===== config.mk =====
export PLATFORM = sky130hd
export DESIGN_NAME = attractor_sweeper
export DESIGN_NICKNAME = d
export VERILOG_FILES = /design/src/rtl/attractor_sweeper.sv
export SDC_FILE = /design/constraint.sdc
export NUM_CORES = 1
export LEC_CHECK = 0
export CORE_MARGIN = 3
export CORE_UTILIZATION = 60
export CTS_BUF_LIST = sky130_fd_sc_hd__clkbuf_2
export DETAILED_ROUTE_END_ITERATION = 10
export GPL_TIMING_DRIVEN = 0
export PLACE_DENSITY_LB_ADDON = 0.3
export SYNTH_ARGS = -nofsm -noshare
export SYNTH_HDL_FRONTEND = slang
export SYNTH_SLANG_ARGS = --single-unit

===== constraint.sdc =====
create_clock -name clk -period 7.75 [get_ports clk]
set_input_delay 2.325 -clock clk [delete_from_list [all_inputs] [get_ports clk]]
set_output_delay 2.325 -clock clk [all_outputs]
set_load 0.02 [all_outputs]

===== src/rtl/attractor_sweeper.sv =====
`default_nettype none
// attractor_sweeper: sweeps a range of init values through gene_net and classifies each
// trajectory as fixed point, cycle or timeout from a bounded history of sampled states.
module attractor_sweeper #(
  parameter int MAX_STEPS = 16,
  parameter int LEN_W     = 5
) (
  input  logic             clk,
  input  logic             rst_n,
  input  logic             start,
  input  logic [7:0]       first_val,
  input  logic [7:0]       last_val,
  output logic [7:0]       init_val,
  output logic             load,
  input  logic [7:0]       x_in,
  output logic             res_valid,
  input  logic             res_ready,
  output logic [7:0]       res_init,
  output logic [1:0]       res_class,
  output logic [LEN_W-1:0] res_len,
  output logic [7:0]       res_attr,
  output logic             busy,
  output logic             done,
  output logic [8:0]       n_fixed,
  output logic [8:0]       n_cycle,
  output logic [8:0]       n_timeout
);

  localparam int STEP_W = $clog2(MAX_STEPS);

  localparam logic [1:0] CLS_FIXED   = 2'b00;
  localparam logic [1:0] CLS_CYCLE   = 2'b01;
  localparam logic [1:0] CLS_TIMEOUT = 2'b10;

  typedef enum logic [2:0] {
    S_IDLE   = 3'd0,
    S_LOAD   = 3'd1,
    S_TRACK  = 3'd2,
    S_REPORT = 3'd3,
    S_DONE   = 3'd4
  } state_t;

  state_t            state;
  logic [7:0]        idx;
  logic [7:0]        last_r;
  logic [STEP_W-1:0] step;
  logic [7:0]        hist [MAX_STEPS];

  logic              hit;
  logic [STEP_W-1:0] hit_idx;
  logic [LEN_W-1:0]  hit_len;
  logic              last_init;
  logic              hist_full;

  // Later indices overwrite earlier ones, so the most recent match (shortest cycle) wins.
  always_comb begin
    hit     = 1'b0;
    hit_idx = '0;
    for (int i = 0; i < MAX_STEPS; i++) begin
      if ((STEP_W'(i) < step) && (hist[i] == x_in)) begin
        hit     = 1'b1;
        hit_idx = STEP_W'(i);
      end
    end
  end

  assign hit_len   = LEN_W'(step) - LEN_W'(hit_idx);
  assign hist_full = (step == STEP_W'(MAX_STEPS - 1));
  // ">=" rather than "==" so a reversed range yields a single result and 255 never wraps.
  assign last_init = (idx >= last_r);

  always_ff @(posedge clk or negedge rst_n) begin
    if (!rst_n) begin
      state     <= S_IDLE;
      idx       <= '0;
      last_r    <= '0;
      step      <= '0;
      hist      <= '{default: '0};
      init_val  <= '0;
      load      <= 1'b0;
      res_valid <= 1'b0;
      res_init  <= '0;
      res_class <= '0;
      res_len   <= '0;
      res_attr  <= '0;
      busy      <= 1'b0;
      done      <= 1'b0;
      n_fixed   <= '0;
      n_cycle   <= '0;
      n_timeout <= '0;
    end else begin
      load <= 1'b0;
      done <= 1'b0;
      case (state)
        S_IDLE: begin
          if (start) begin
            idx       <= first_val;
            last_r    <= last_val;
            n_fixed   <= '0;
            n_cycle   <= '0;
            n_timeout <= '0;
            busy      <= 1'b1;
            init_val  <= first_val;
            load      <= 1'b1;
            state     <= S_LOAD;
          end
        end

        S_LOAD: begin
          step  <= '0;
          state <= S_TRACK;
        end

        S_TRACK: begin
          hist[step] <= x_in;
          if (hit) begin
            res_init  <= idx;
            res_class <= (hit_len == LEN_W'(1)) ? CLS_FIXED : CLS_CYCLE;
            res_len   <= hit_len;
            res_attr  <= x_in;
            res_valid <= 1'b1;
            state     <= S_REPORT;
          end else if (hist_full) begin
            res_init  <= idx;
            res_class <= CLS_TIMEOUT;
            res_len   <= '0;
            res_attr  <= x_in;
            res_valid <= 1'b1;
            state     <= S_REPORT;
          end else begin
            step <= step + STEP_W'(1);
          end
        end

        S_REPORT: begin
          if (res_ready) begin
            res_valid <= 1'b0;
            case (res_class)
              CLS_FIXED: n_fixed   <= n_fixed + 9'd1;
              CLS_CYCLE: n_cycle   <= n_cycle + 9'd1;
              default:   n_timeout <= n_timeout + 9'd1;
            endcase
            if (last_init) begin
              done  <= 1'b1;
              state <= S_DONE;
            end else begin
              idx      <= idx + 8'd1;
              init_val <= idx + 8'd1;
              load     <= 1'b1;
              state    <= S_LOAD;
            end
          end
        end

        S_DONE: begin
          busy  <= 1'b0;
          state <= S_IDLE;
        end

        default: state <= S_IDLE;
      endcase
    end
  end

endmodule
`default_nettype wire


==> run_results.csv <==
group,metric,value,unit
yosys,ys_seq_area_share,47.6,%
min_path,holdPathStages,1,
global_route,overflow,0,
yosys,synth_top_cell_by_area,"dfrtp_1",
finish,area_growth,13.2,%
sta,tns,0,ps
yosys,synth.distinct_cells,59,
die,io_pins,90,
yosys,async_flop_share,100,%
drt,wl_per_cell,19.0,um
drt,via_per_inst,5.87,
die,core_area,16800,um^2
power,p_seq_share,44.1,%
die,die-area,18900,um^2
global_route,grt_first_pass_wirelength,38000,um
power,p_int,2.50,mW
drt,first_iter_violations,520,
cts,cts_inserted_buffers,17,
yosys,synthXorXnorAreaFrac,11.6,%
min_path,hp-class,"register to register",
global_route,grt_max_degree,102,
placed_design,post_dp_cell_area,11500,um^2
critical_path,criticalPathCategory,"primary input to register",
placed_design,gp_congestion,0.909,
critical_path,r2r_slack,3760,ps
cts,ctsHoldBuffers,0,
placed_design,post-place-ws,2010,ps
sta,hold_viol_final,0,
die,std_cell_rows,47,
yosys,netlist.area_leader.share,47.6,%
cts,insertion_delay,820,ps
critical_path,critPathMaxFanout,10,
yosys,synth_edf_count,0,
sta,period_share,64.8,%
power,p_sw,1.54,mW
die,die_w,137,um
cts,ctsHtreeMaxLevel,4,
global_route,grtUsageTotal,26.2,%
critical_path,cp_data_arrival_time,5780,ps
yosys,synthAdderAreaFrac,2.61,%
finish,fin_area,11700,um^2
finish,fin_cells,1250,
power,report.power.total,4.04,mW
critical_path,worstPathRequired,8510,ps
finish,drive_gt1_share,19.5,%
sta,max_slew_margin,45.5,%
yosys,ys_warn_count,0,
critical_path,endpoint_kind,"register",
cts,post_cts_resized,0,
yosys,synthMuxAreaShare,15.7,%
drt,drcViolationCount,0,
yosys,yosys.area_share.simple,12.3,%
min_path,hp-start,"res_attr[0]$_DFFE_PN0P_",
sta,fmaxAchievable,199,MHz
global_route,antenna_found_initial,1,
sta,drv_slew,0,
critical_path,reg2reg_from,"step[1]$_DFFE_PN0P_",
drt,firstDrtPassIters,6,
die,die_h,137,um
drt,drt_wl_total,23700,um
outcome,outcome,"complete, no violations",
cts,cts-root-buf,"clkbuf_2",
placed_design,dpl.cell_count,1217,
yosys,syn_inst,915,
yosys,avgSynthCellArea,11.3,um^2
critical_path,critPathLaunchType,"primary input",
power,combinationalPowerShare,43.1,%
critical_path,r2r_cells,14,
finish,area.sequential,4930,um^2
power,ir_worst_vdd,0.000202,V
yosys,synth_compound_area_share,5.95,%
cts,cts_tree,"done",
placed_design,dp_hpwl,16500,um
power,switching_share,38.1,%
job,maxCapViolations,0,
sta,clock_skew,48.3,ps
placed_design,port_buffers,81,
yosys,synthesis.nets,964,
yosys,ys_top_cells_by_area,"dfrtp_1, mux2_2, xor2_1, xnor2_1, nand2_1",
global_route,grt_pass1_vias,7090,
yosys,synth-seq-cells,197,
finish,n_fill_cell,1308,
cts,cts_setup_buffers,0,
finish,multi_input_area,4990,um^2
sta,rsz0062_at_grt,"no",
cts,cts_buffer_depth,2,
drt,vias,7332,
cts,clk_pin_slew,290,ps
power,p_leak,5.01,nW
finish,fin_nets,1065,
sta,final_critical_path_setup_slack,2730,ps
sta,worstMarginPinSlew,810,ps
min_path,whs_endpoint,"res_attr[0]$_DFFE_PN0P_",
yosys,synth_ff_type,"dfrtp_1",
critical_path,worstReg2RegEnd,"res_class[0]$_DFFE_PN0P_",
yosys,synth_top_family_by_area,"multiplexers",
sta,setup_violations,0,
cts,clkSinkCount,197,
yosys,netlist_area,10400,um^2
power,p_per_area,344,nW/um^2
sta,finalCriticalPeriod,5020,ps
power,clockPowerShare,12.8,%
die,start_util,61.8,%
drt,final_antenna_net_count,0,
[critical path: stages]
cell	delay, ps
buf_2	170
buf_6	230
xnor2_1	150
nand3_1	100
nor4_1	690
a211oi_1	210
o21ai_0	340
a21oi_1	110
o21ai_0	200
ha_1	170
inv_1	60
fa_1	400
a21o_1	200
a21oi_1	180
nor4_1	80
nand2b_1	70
o2bb2ai_1	100
[cells in the mapped netlist (2+ instances only)]
library cell  instances
a22o_1                3
nor4b_4               2
buf_6                12
nor4_1                8
buf_1                 2
inv_1                26
nor3_2                2
a22oi_1               2
mux2i_1               4
nand3_1              28
buf_8                 2
nand2b_1              8
and3_1               13
xnor2_1              64
o31ai_1               2
nor4_2                2
or3_1                 7
a211oi_1              4
o21ai_0              27
clkbuf_1             26
or4_1                 5
o2111ai_1             2
nor2_1               39
ha_1                 20
o211a_1               2
mux2_4               13
nor3b_1               2
a21oi_1              19
mux2_2              116
a31oi_1               2
nand4_1              29
nor3_1               17
o311ai_0              4
a21o_1               10
buf_2                14
xor2_1               73
mux2_1                8
nand2_1              74
dfrtp_1             197
o2bb2ai_1             6
[flip-flops by register name, summed over array words and instances, names as in the netlist]
register   cells
res_init       8
step           4
res_valid      1
res_len        5
state          3
last_r         8
hist         120
busy           1
load           1
res_attr       8
n_timeout      9
idx            8
res_class      2
done           1
n_fixed        9
n_cycle        9
[kinds of logic (layout without fill, tap and decap cells)]
family	after synthesis	count (layout)
XOR/XNOR	137	137
buffers and inverters	82	196
other	0	1
flip-flops	197	197
AND/OR/NAND/NOR	245	245
multiplexers	141	141
AO/OA/AOI/OAI	92	92
adder cells (fa/ha/maj)	21	21
[layer usage]
metal	routed length (um)	part of all wire, %	global-route usage [%]
met3	1420	6.0	4.82
met1	9990	42	34.6
met2	11500	49	42.9
met5	0	0	0
met4	757	3.2	10.4
[worst max-delay path by stage]
| stage | startpoint | end | slack, ps | cells past startpoint |
|---|---|---|---|---|
| 2_1_floorplan | x_in[7] | res_class[0]$_DFFE_PN0P_ | 2690 | 17 |
| 6_report | x_in[5] | res_class[0]$_DFFE_PN0P_ | 2730 | 17 |
| 3_3_place_gp | rst_n | hist[23]$_DFFE_PN0P_ | -3800 | 1 |
| 3_5_place_dp | x_in[5] | res_class[0]$_DFFE_PN0P_ | 2010 | 17 |
| 5_1_grt | x_in[5] | res_class[0]$_DFFE_PN0P_ | 2620 | 17 |
| 4_1_cts | x_in[5] | res_class[0]$_DFFE_PN0P_ | 2910 | 17 |
[cell usage in the layout, fill, tap and decap left out, types with 17 or more instances in the layout]
cell type        netlist  layout
o21ai_0               27      27
xnor2_1               64      64
clkbuf_1              26      26
nor3_1                17      17
inv_1                 26      26
nor2_1                39      39
xor2_1                73      73
dfrtp_1              197     197
mux2_2               116     116
clkbuf_2               0      17
a21oi_1               19      19
nand4_1               29      29
nand3_1               28      28
ha_1                  20      20
nand2_1               74      74
clkdlybuf4s50_1        0      80
[through the flow]
step / utilization [%] / hold WS [ps]
3_5_place_dp: 68.5 / 479
4_1_cts: 70.0 / 533
2_1_floorplan: - / 450
3_3_place_gp: 68.3 / 464
6_report: 70.0 / 531
5_1_grt: 70.0 / 543
[power groups by stage]
| stage | sequential, mW | combinational (mW) | clock, mW |
|---|---|---|---|
| 2_1_floorplan | 1.84 | 1.17 | 0 |
| 3_3_place_gp | 1.78 | 1.69 | 0 |
| 3_5_place_dp | 1.81 | 1.73 | 0 |
| 4_1_cts | 1.78 | 1.74 | 0.529 |
| 5_1_grt | 1.84 | 1.91 | 0.576 |
| 6_report | 1.78 | 1.74 | 0.516 |
[cell type report]
cell class | instances | share of cell area, %
Inverter | 26 | 0.832
Antenna cell | 1 | 0.0213
Tap cell | 220 | 2.35
Buffer | 56 | 2.90
Clock inverter | 15 | 1.38
Timing Repair Buffer | 82 | 7.19
Clock buffer | 17 | 0.725
Sequential cell | 197 | 42.0
Multi-Input combinational cell | 636 | 42.6
Note: power is estimated with default switching activity, not from simulation.
